$ cat src/rtl/mem_arbiter_pkg.sv
// Shared types for the cache-to-RAM arbiter: word type, RAM status and grant FSM states.
// Latency: n/a (types and a helper function only).
// Backpressure: n/a.
package mem_arbiter_pkg;

    typedef logic [31:0] word_t;

    // Status reported by the RAM model/controller on its single port.
    typedef enum logic [1:0] {
        FREE   = 2'd0,
        BUSY   = 2'd1,
        ACCESS = 2'd2,
        ERROR  = 2'd3
    } ramstate_t;

    // Grant FSM: idle, dcache granted, icache granted.
    typedef enum logic [1:0] {
        IDLE = 2'd0,
        DGNT = 2'd1,
        IGNT = 2'd2
    } arb_state_t;

    // RAM has finished the current word, either successfully or with an error.
    function automatic logic ram_finished(ramstate_t s);
        return (s == ACCESS) || (s == ERROR);
    endfunction

endpackage

$ cat src/rtl/mem_arbiter_if.sv
// Bundle of icache, dcache and RAM-port signals seen by the memory arbiter.
// Latency: n/a (wiring only).
// Backpressure: iwait/dwait stall each cache; ramstate paces the RAM side.
// Modports: slave = arbiter view, master = caches + RAM (or a testbench) view.
interface mem_arbiter_if;

    // icache side
    logic                        iREN;
    mem_arbiter_pkg::word_t      iaddr;
    mem_arbiter_pkg::word_t      iload;
    logic                        iwait;

    // dcache side
    logic                        dREN;
    logic                        dWEN;
    mem_arbiter_pkg::word_t      daddr;
    mem_arbiter_pkg::word_t      dstore;
    mem_arbiter_pkg::word_t      dload;
    logic                        dwait;

    // RAM side
    logic                        ramREN;
    logic                        ramWEN;
    mem_arbiter_pkg::word_t      ramaddr;
    mem_arbiter_pkg::word_t      ramstore;
    mem_arbiter_pkg::word_t      ramload;
    mem_arbiter_pkg::ramstate_t  ramstate;

    // sticky error flag
    logic                        err;

    modport slave (
        input  iREN, iaddr,
        input  dREN, dWEN, daddr, dstore,
        input  ramload, ramstate,
        output iload, iwait,
        output dload, dwait,
        output ramREN, ramWEN, ramaddr, ramstore,
        output err
    );

    modport master (
        output iREN, iaddr,
        output dREN, dWEN, daddr, dstore,
        output ramload, ramstate,
        input  iload, iwait,
        input  dload, dwait,
        input  ramREN, ramWEN, ramaddr, ramstore,
        input  err
    );

endinterface

$ cat src/rtl/mem_arbiter_flex_counter.sv
// Loadable-rollover up counter with synchronous clear; used as the transaction watchdog.
// Latency: count updates one cycle after enable; rollover_flag is combinational from count.
// Backpressure: none; counts whenever enabled.
// Ports: clk, rst (sync, active-high), clear (sync, wins over enable), count_enable,
//        rollover_val (terminal value), count_out, rollover_flag (count_out == rollover_val).
module mem_arbiter_flex_counter #(
    parameter int BITS = 8
) (
    input  logic            clk,
    input  logic            rst,
    input  logic            clear,
    input  logic            count_enable,
    input  logic [BITS-1:0] rollover_val,
    output logic [BITS-1:0] count_out,
    output logic            rollover_flag
);

    always_ff @(posedge clk) begin
        if (rst) begin
            count_out <= '0;
        end else if (clear) begin
            count_out <= '0;
        end else if (count_enable) begin
            if (count_out == rollover_val) begin
                count_out <= '0;
            end else begin
                count_out <= count_out + 1'b1;
            end
        end
    end

    assign rollover_flag = (count_out == rollover_val);

endmodule

$ cat src/rtl/mem_arbiter.sv
// Arbitrates icache/dcache single-word requests onto one RAM port with a timeout watchdog and sticky err.
// Latency: grant registered (first RAM strobe the cycle after the request); data/wait combinational once granted.
// Backpressure: losing requester held at wait=1; granted wait drops for exactly the completing cycle.
// Ports: CLK, RST (sync, active-high); bus (mem_arbiter_if.slave) carries icache, dcache, RAM and err signals.
// Parameters: TIMEOUT (max grant cycles, >= 2), CTW (counter width, 2**CTW > TIMEOUT).
// Build option: define MEM_RR_EN for round-robin between caches; otherwise the dcache always wins.
module mem_arbiter
    import mem_arbiter_pkg::*;
#(
    parameter int TIMEOUT = 64,
    parameter int CTW     = 8
) (
    input  logic          CLK,
    input  logic          RST,
    mem_arbiter_if.slave  bus
);

    arb_state_t     state;
    arb_state_t     next_state;
    logic           lastd;
    logic           err_q;

    logic           d_req;
    logic           i_req;
    logic           req_live;
    logic           in_grant;
    logic           done;
    logic           tfire;
    logic [CTW-1:0] tcount;

    assign d_req = bus.dREN | bus.dWEN;
    assign i_req = bus.iREN;

    assign in_grant = (state == DGNT) || (state == IGNT);

    // Granted requester still asking; if it drops, the transaction is aborted silently.
    always_comb begin
        req_live = 1'b0;
        case (state)
            DGNT:    req_live = d_req;
            IGNT:    req_live = i_req;
            default: req_live = 1'b0;
        endcase
    end

    // Completion needs a live request; an abort never produces a wait pulse.
    assign done = req_live & (ram_finished(bus.ramstate) | tfire);

    // Watchdog: counts grant cycles; tfire marks the last permitted one (count == TIMEOUT-1).
    mem_arbiter_flex_counter #(
        .BITS (CTW)
    ) u_timeout (
        .clk          (CLK),
        .rst          (RST),
        .clear        ((state == IDLE) | done),
        .count_enable (in_grant),
        .rollover_val (CTW'(TIMEOUT - 1)),
        .count_out    (tcount),
        .rollover_flag(tfire)
    );

    // State register plus the grant-history and sticky-error bits.
    always_ff @(posedge CLK) begin
        if (RST) begin
            state <= IDLE;
            lastd <= 1'b0;
            err_q <= 1'b0;
        end else begin
            state <= next_state;
            if (done) begin
                lastd <= (state == DGNT);
                if ((bus.ramstate == ERROR) || tfire) begin
                    err_q <= 1'b1;
                end
            end
        end
    end

    // Next-state logic.
    always_comb begin
        next_state = state;
        case (state)
            IDLE: begin
`ifdef MEM_RR_EN
                if (d_req && i_req) begin
                    next_state = lastd ? IGNT : DGNT;
                end else if (d_req) begin
                    next_state = DGNT;
                end else if (i_req) begin
                    next_state = IGNT;
                end
`else
                if (d_req) begin
                    next_state = DGNT;
                end else if (i_req) begin
                    next_state = IGNT;
                end
`endif
            end
            // Completion or abort both return to IDLE, forcing a bubble between transactions.
            DGNT: if (!req_live || done) next_state = IDLE;
            IGNT: if (!req_live || done) next_state = IDLE;
            default: next_state = IDLE;
        endcase
    end

`ifndef MEM_RR_EN
    // Grant history is kept in every build but only steers arbitration with round-robin.
    logic unused_lastd;
    assign unused_lastd = lastd;
`endif

    // Output logic: RAM port follows the granted cache's live inputs so block fills
    // and writebacks stream one word per RAM access without an extra register stage.
    always_comb begin
        bus.ramREN   = 1'b0;
        bus.ramWEN   = 1'b0;
        bus.ramaddr  = '0;
        bus.ramstore = '0;
        bus.iload    = '0;
        bus.dload    = '0;
        bus.iwait    = 1'b1;
        bus.dwait    = 1'b1;
        case (state)
            DGNT: begin
                bus.ramREN   = bus.dREN;
                bus.ramWEN   = bus.dWEN;
                bus.ramaddr  = bus.daddr;
                bus.ramstore = bus.dstore;
                bus.dload    = bus.ramload;
                bus.dwait    = ~done;
            end
            IGNT: begin
                bus.ramREN   = bus.iREN;
                bus.ramaddr  = bus.iaddr;
                bus.iload    = bus.ramload;
                bus.iwait    = ~done;
            end
            default: begin
            end
        endcase
    end

    assign bus.err = err_q;

endmodule

$ cat src/flat_wrapper.sv
// flat-port wrapper written by rule: the top's interface ports become plain ports
module mem_arbiter_flat import mem_arbiter_pkg::*;
#(
    parameter int TIMEOUT = 64,
    parameter int CTW     = 8
)
  (CLK, RST, bus_iREN, bus_iaddr, bus_dREN, bus_dWEN, bus_daddr, bus_dstore, bus_ramload, bus_ramstate, bus_iload, bus_iwait, bus_dload, bus_dwait, bus_ramREN, bus_ramWEN, bus_ramaddr, bus_ramstore, bus_err);
  mem_arbiter_if bus_i ();
  input  logic CLK;
  input  logic RST;
  input wire logic [$bits(bus_i.iREN)-1:0] bus_iREN;
  input wire logic [$bits(bus_i.iaddr)-1:0] bus_iaddr;
  input wire logic [$bits(bus_i.dREN)-1:0] bus_dREN;
  input wire logic [$bits(bus_i.dWEN)-1:0] bus_dWEN;
  input wire logic [$bits(bus_i.daddr)-1:0] bus_daddr;
  input wire logic [$bits(bus_i.dstore)-1:0] bus_dstore;
  input wire logic [$bits(bus_i.ramload)-1:0] bus_ramload;
  input wire logic [$bits(bus_i.ramstate)-1:0] bus_ramstate;
  output wire logic [$bits(bus_i.iload)-1:0] bus_iload;
  output wire logic [$bits(bus_i.iwait)-1:0] bus_iwait;
  output wire logic [$bits(bus_i.dload)-1:0] bus_dload;
  output wire logic [$bits(bus_i.dwait)-1:0] bus_dwait;
  output wire logic [$bits(bus_i.ramREN)-1:0] bus_ramREN;
  output wire logic [$bits(bus_i.ramWEN)-1:0] bus_ramWEN;
  output wire logic [$bits(bus_i.ramaddr)-1:0] bus_ramaddr;
  output wire logic [$bits(bus_i.ramstore)-1:0] bus_ramstore;
  output wire logic [$bits(bus_i.err)-1:0] bus_err;
  assign bus_i.iREN = bus_iREN;
  assign bus_i.iaddr = bus_iaddr;
  assign bus_i.dREN = bus_dREN;
  assign bus_i.dWEN = bus_dWEN;
  assign bus_i.daddr = bus_daddr;
  assign bus_i.dstore = bus_dstore;
  assign bus_i.ramload = bus_ramload;
  assign bus_i.ramstate = bus_ramstate;
  assign bus_iload = bus_i.iload;
  assign bus_iwait = bus_i.iwait;
  assign bus_dload = bus_i.dload;
  assign bus_dwait = bus_i.dwait;
  assign bus_ramREN = bus_i.ramREN;
  assign bus_ramWEN = bus_i.ramWEN;
  assign bus_ramaddr = bus_i.ramaddr;
  assign bus_ramstore = bus_i.ramstore;
  assign bus_err = bus_i.err;
  mem_arbiter #(.TIMEOUT(TIMEOUT), .CTW(CTW)) u_core (.CLK(CLK), .RST(RST), .bus(bus_i));
endmodule
$ cat config.mk
export PLATFORM = sky130hd
export DESIGN_NAME = mem_arbiter_flat
export DESIGN_NICKNAME = d
export VERILOG_FILES = /design/src/rtl/mem_arbiter_pkg.sv /design/src/rtl/mem_arbiter_if.sv /design/src/rtl/mem_arbiter_flex_counter.sv /design/src/rtl/mem_arbiter.sv /design/src/flat_wrapper.sv
export SDC_FILE = /design/constraint.sdc
export NUM_CORES = 1
export LEC_CHECK = 0
export ABC_AREA = 1
export CORE_AREA = 5 5 101 103
export DETAILED_ROUTE_END_ITERATION = 10
export DIE_AREA = 0 0 106 108
export GPL_ROUTABILITY_DRIVEN = 0
export PLACE_DENSITY = 0.72
export SLEW_MARGIN = 40
export SYNTH_ARGS = -nofsm -noshare
export SYNTH_HDL_FRONTEND = slang
export SYNTH_SLANG_ARGS = --single-unit
export TNS_END_PERCENT = 20
$ cat constraint.sdc
create_clock -name CLK -period 3.6 [get_ports CLK]
set_clock_uncertainty 0.1 [all_clocks]
set_input_delay 0.72 -clock CLK [delete_from_list [all_inputs] [get_ports CLK]]
set_output_delay 0.72 -clock CLK [all_outputs]
set_load 0.05 [all_outputs]
==> results_dict.tcl, run 1 <==
set metrics [dict create \
    synthesis.nets 543 \
    dpl_cell_area_um2 4660 \
    fin_total_pwr_uw 967 \
    h-tree-depth 1 \
    clock_path_buffers 2 \
    finalSetupTns_ps 0 \
    power.density_nw_per_um2 205 \
    storage_cell_area_um2 220 \
    ys_seq_elements 11 \
    tritoncts.num_buffers 3 \
    netlist_top_cells_area "nand2_1 (36%), inv_1 (22%), dfxtp_1 (11%), a21oi_1 (9.4%), buf_2 (3.7%)" \
    aggregate_routed_wire_length_um 10400 \
    whs_path_depth 2 \
    post-route-drc-count 0 \
    cellInternalPower_uw 495 \
    cts_hold_buf 0 \
    mostFrequentLayoutCells "clkdlybuf4s50_1 (246), nand2_1 (182), inv_1 (110)" \
    drt_iter0_drc 132 \
    setup_viol_count_final 0 \
    layout_min_cycle_time_ps 3280 \
    cts-resized-gates 0 \
    die_area_um2 11400 \
    clock_sink_count 11 \
    post_cts_clock_slew_at_the_launch_and_capture_registers_of_the_worst_setup_and_hold_paths_ps 50 \
    synth_warnings 0 \
    tightestPinTransition_ps 738 \
    synthDistinctLibCells 23 \
    crit_path_max_fanout 23 \
    dpl.hpwl_um 8910 \
    synthCells 404 \
    grt-ovfl-total 0 \
    worstSkewPairLatency_ps 240 \
    syn2layout_area_growth_pct 145 \
    die_width_um 106 \
    final.period_utilization 0.910 \
    synth_top_area_share 0.356 \
    grt_first_pass_wirelength_um 15400 \
    drt-vias-per-instance 4.06 \
    postCtsSetupBuffers 0 \
    power_switching_share 0.488 \
    drt-pass1-iter-count 4 \
    maxCapViolations 0 \
    coreArea_um2 9110 \
    timing.critical_path.arrival_ps 2460 \
    seq_total_area_yosys 0.115 \
    route.vias.total 3131 \
    drt-wirelength-per-cell_um 13.5 \
    combPwrFrac 0.740 \
    portBuffers 267 \
    critPathLaunchType "flop" \
    clock_group_share_of_total_power 0.129 \
    stdcell_area_um2 4710 \
    placementRows 35 \
    worst_slew_slack_as_a_fraction_of_its_limit 0.508 \
    num_io_pins 268 \
    post_synth_instance_area_um2 1920 \
    vdd_drop_max_v 0.000206 \
    grt_setup_unrepaired "no" \
    hold_violations 0 \
    number_of_global_route_vias_before_repair 2998 \
    die_h_um 108 \
    count_of_pins_over_their_slew_limit 0 \
    reg2regPathDepth 6 \
    p_sw_uw 472 \
    postLayoutCoreUtil 0.517 \
    multi_input_area_um2 1180 \
    cts_root_buf "clkbuf_8" \
    synth.avg_cell_area_um2 4.75 \
    groute.usage.overall 0.165 \
    fill_cells 915 \
    power.sequential.fraction 0.131 \
    status "finished clean" \
    hp-class "reg -> reg" \
    lkg_pwr_nw 2.46 \
    timing.setup.critical_path_class "reg -> out" \
    insertedDiodeCount 0 \
    required_ps 2780 \
    design.final.nets 800 \
    grt_start_max_net_pins 65 \
    post_route_cells_drive_above_1_share 0.0864 \
    cts_tree "built" \
    layout_commonest_cell "clkdlybuf4s50_1" \
    floorplan.initialDensity 0.211 \
    antenna_violating_nets_post_route 0 \
    antenna_found_initial 0 \
    yosys.area.top_type "nand2_1" \
    worstSetupEndpointType "primary output" \
    max_clock_freq_mhz 305 \
]
[flip-flops by register name, summed over array words and instances (netlist names)]
| register | flops |
|---|---|
| u_core.u_timeout.count_out | 8 |
| u_core.state | 2 |
| u_core.bus.err | 1 |
[routing by layer]
metal | share of wire | GRT usage | wire (um)
met2 | 0.55 | 0.334 | 5780
met1 | 0.35 | 0.167 | 3670
met5 | 0 | 0 | 0
met3 | 0.074 | 0.0406 | 773
met4 | 0.019 | 0.0435 | 194
[path summary, 6_finish.rpt]
kind                                      from                                    endpoint  slack (ps)
hold / removal     u_core.bus.err$_SDFFE_PP0P_                 u_core.bus.err$_SDFFE_PP0P_         360
setup / recovery  u_core.state[0]$_SDFFE_PP0P_                             bus_ramaddr[13]         320
setup reg to reg  u_core.state[0]$_SDFFE_PP0P_  u_core.u_timeout.count_out[1]$_SDFFE_PP0P_        1610
hold reg to reg    u_core.bus.err$_SDFFE_PP0P_                 u_core.bus.err$_SDFFE_PP0P_         360
[critical path: stages, from the launching register on]
cell and delay, ps:
dfxtp_1 400, inv_1 90, ha_1 320, inv_1 320
a21oi_1 250, clkdlybuf4s50_1 830
[power groups by stage]
stage	clock (mW)	combinational (mW)	sequential (mW)
floorplan	0	0.392	0.130
global placement	0	0.714	0.129
detailed placement	0	0.720	0.130
CTS	0.133	0.722	0.127
global route	0.137	0.757	0.127
finish	0.124	0.716	0.127
[area by class of cell]
| cell class | instances | share of cell area |
|---|---|---|
| inverter | 113 | 0.0901 |
| multi-input combinational | 258 | 0.251 |
| timing repair buffer | 274 | 0.573 |
| sequential | 11 | 0.0468 |
| clock buffer | 4 | 0.00957 |
| tap | 111 | 0.0295 |
[through the flow]
step / cells / worst slack, ps / hold slack, ps
floorplan: 404 / 980 / 350
detailed placement: 767 / 481 / 356
global placement: 767 / 493 / 353
CTS: 771 / 268 / 365
finish: 771 / 323 / 361
global route: 771 / 148 / 405
[synth_stat cells, drive strengths merged]
library cell	count
xor2	2
nor3	2
nor2	10
inv	113
clkbuf	6
buf	16
a21oi	39
nand2	191
nand3	5
nand4	1
dfxtp	11
xnor2	2
or2	2
ha	4
[logic make-up after synthesis]
logic type / share of synthesized area
compound gates: 0.108
flops: 0.115
fa+ha+maj: 0.0261
simple gates: 0.456
buf+inv: 0.277
xor+xnor: 0.0183
Note: power is estimated with default switching activity, not from simulation.
==> inputs of run 2 (changes only) <==
CORE_AREA = 2 2 104 106   (was 5 5 101 103)
PLACE_DENSITY = default   (was 0.72)
==> run 2 against run 1 <==
Net effect:
- routed wire length rose by 0.99%
- cell area rose by 0.50%
- highest routed layer unchanged
- total power rose by 0.11%
- clock power barely moved
- largest cell class unchanged
- via count fell by 0.83%
- sequential share of layout area barely moved
- final cell count rose by 3.2%
- flip-flop and latch count did not move
- combinational power barely moved
==> results_dict.tcl, run 2 (same netlist as run 1, synthesis figures left out) <==
set metrics [dict create \
    setup_viol_count_final 0 \
    crit-reg2reg-capture "u_core.u_timeout.count_out[5]$_SDFFE_PP0P_" \
    path_cells "inv_1, ha_2, buf_12, nand2_1, a21oi_1, clkdlybuf4s50_1" \
    timing.setup.critical_path_class "reg -> out" \
    drt-pass1-iter-count 4 \
    largest-register "u_core.u_timeout.count_out" \
    p_sw_uw 474 \
    power.sequential.fraction 0.131 \
    tritoncts.num_buffers 3 \
    timing.critical_path.arrival_ps 2400 \
    maxCapViolations 0 \
    postCtsSetupBuffers 0 \
    reg2regPathDepth 8 \
    dpl.hpwl_um 8810 \
    clock_sink_count 11 \
    mostFrequentLayoutCells "clkdlybuf4s50_1 (243), nand2_1 (182), inv_1 (110)" \
    layout_commonest_cell "clkdlybuf4s50_1" \
    design.final.nets 800 \
    count_of_pins_over_their_slew_limit 0 \
    post-route-drc-count 0 \
    postLayoutCoreUtil 0.463 \
    grt_first_pass_wirelength_um 15500 \
    die_width_um 106 \
    aggregate_routed_wire_length_um 10500 \
    whs_path_depth 2 \
    multi_input_area_um2 1180 \
    storage_cell_area_um2 220 \
    min-delay-start "u_core.bus.err$_SDFFE_PP0P_" \
    hold-path-endpoint "u_core.bus.err$_SDFFE_PP0P_" \
    worstSetupEndpointType "primary output" \
    largest_register_ffs 8 \
    drt-wirelength-per-cell_um 13.2 \
    cts-resized-gates 0 \
    coreArea_um2 10200 \
    clock_path_buffers 2 \
    clock_group_share_of_total_power 0.130 \
    cts_root_buf "clkbuf_8" \
    num_io_pins 268 \
    insertedDiodeCount 0 \
    finalSetupTns_ps 0 \
    worstSkewPairLatency_ps 240 \
    critPathLaunchType "flop" \
    timing.rr.start "u_core.state[0]$_SDFFE_PP0P_" \
    portBuffers 267 \
    h-tree-depth 1 \
    placementRows 37 \
    floorplan.initialDensity 0.188 \
    required_ps 2780 \
    power_switching_share 0.490 \
    number_of_global_route_vias_before_repair 2816 \
    cts_tree "built" \
    cellInternalPower_uw 494 \
    antenna_violating_nets_post_route 0 \
    lkg_pwr_nw 2.47 \
    vdd_drop_max_v 0.000147 \
    grt_start_max_net_pins 62 \
    final.period_utilization 0.894 \
    critical_path.slowest_cell "clkdlybuf4s50_1" \
    drt_iter0_drc 122 \
    post_cts_clock_slew_at_the_launch_and_capture_registers_of_the_worst_setup_and_hold_paths_ps 50 \
    post_route_cells_drive_above_1_share 0.0909 \
    cp_slowest_stage_delay_ps 820 \
    layout_min_cycle_time_ps 3220 \
    timing.reg2reg.setup_slack_ps 1770 \
    power.density_nw_per_um2 205 \
    hp-class "reg -> reg" \
    max_clock_freq_mhz 311 \
    groute.usage.overall 0.170 \
    crit_path_max_fanout 55 \
    worst_slew_slack_as_a_fraction_of_its_limit 0.643 \
    antenna_found_initial 0 \
    syn2layout_area_growth_pct 147 \
    die_h_um 108 \
    cts_hold_buf 0 \
    tightestPinTransition_ps 534 \
    route.vias.total 3105 \
    fill_cells 1065 \
    combPwrFrac 0.739 \
    die_area_um2 11400 \
    hold_violations 0 \
    grt_setup_unrepaired "no" \
    status "finished clean" \
    grt-ovfl-total 0 \
    drt-vias-per-instance 3.90 \
]
==> run 2: through the flow <==
stage          total power [mW]  hold slack, ps  setup WS [ps]  instances  cell area (um^2)
2_1_floorplan             0.522             350            980        404              1920
3_3_place_gp              0.846             348            514        792              4690
3_5_place_dp              0.850             359            482        792              4690
4_1_cts                   0.978             371            368        796              4730
5_1_grt                    1.02             416            192        796              4730
6_report                  0.968             369            382        796              4730
==> run 2: worst max-delay path by stage <==
stage | startpoint | to | slack, ps | depth (start not counted)
6_report | u_core.state[0]$_SDFFE_PP0P_ | bus_ramaddr[24] | 380 | 6
5_1_grt | u_core.state[0]$_SDFFE_PP0P_ | bus_ramaddr[0] | 190 | 6
4_1_cts | u_core.state[0]$_SDFFE_PP0P_ | bus_ramaddr[28] | 370 | 6
3_5_place_dp | bus_iREN | bus_ramREN | 480 | 6
3_3_place_gp | bus_iREN | bus_ramREN | 510 | 6
2_1_floorplan | u_core.state[0]$_SDFFE_PP0P_ | bus_ramaddr[0] | 980 | 6
==> run 2: critical path: cells and delay by family, from the launching register on <==
family                     cells  cell delay, ps
AOI/OAI and AO/OA              1             130
and+or+nand+nor                1             100
DFF                            1             350
adders and majority gates      1             360
buffers and inverters          3            1200
==> run 2: power groups by stage <==
stage          logic (mW)  clock network, mW  registers [mW]
6_report            0.715              0.126           0.127
3_5_place_dp        0.720                  0           0.130
3_3_place_gp        0.716                  0           0.130
4_1_cts             0.723              0.128           0.127
5_1_grt             0.759              0.138           0.128
2_1_floorplan       0.392                  0           0.130
==> run 2: routing by layer <==
layer	routed length [um]	track usage
met4	132	0.0273
met5	0	0
met1	4140	0.201
met3	654	0.0325
met2	5600	0.323
==> run 2: cell type report <==
| class | instances | area share |
|---|---|---|
| Clock buffer | 4 | 0.00952 |
| Timing Repair Buffer | 274 | 0.568 |
| Multi-Input combinational cell | 258 | 0.250 |
| Tap cell | 136 | 0.0360 |
| Inverter | 113 | 0.0896 |
| Sequential cell | 11 | 0.0465 |
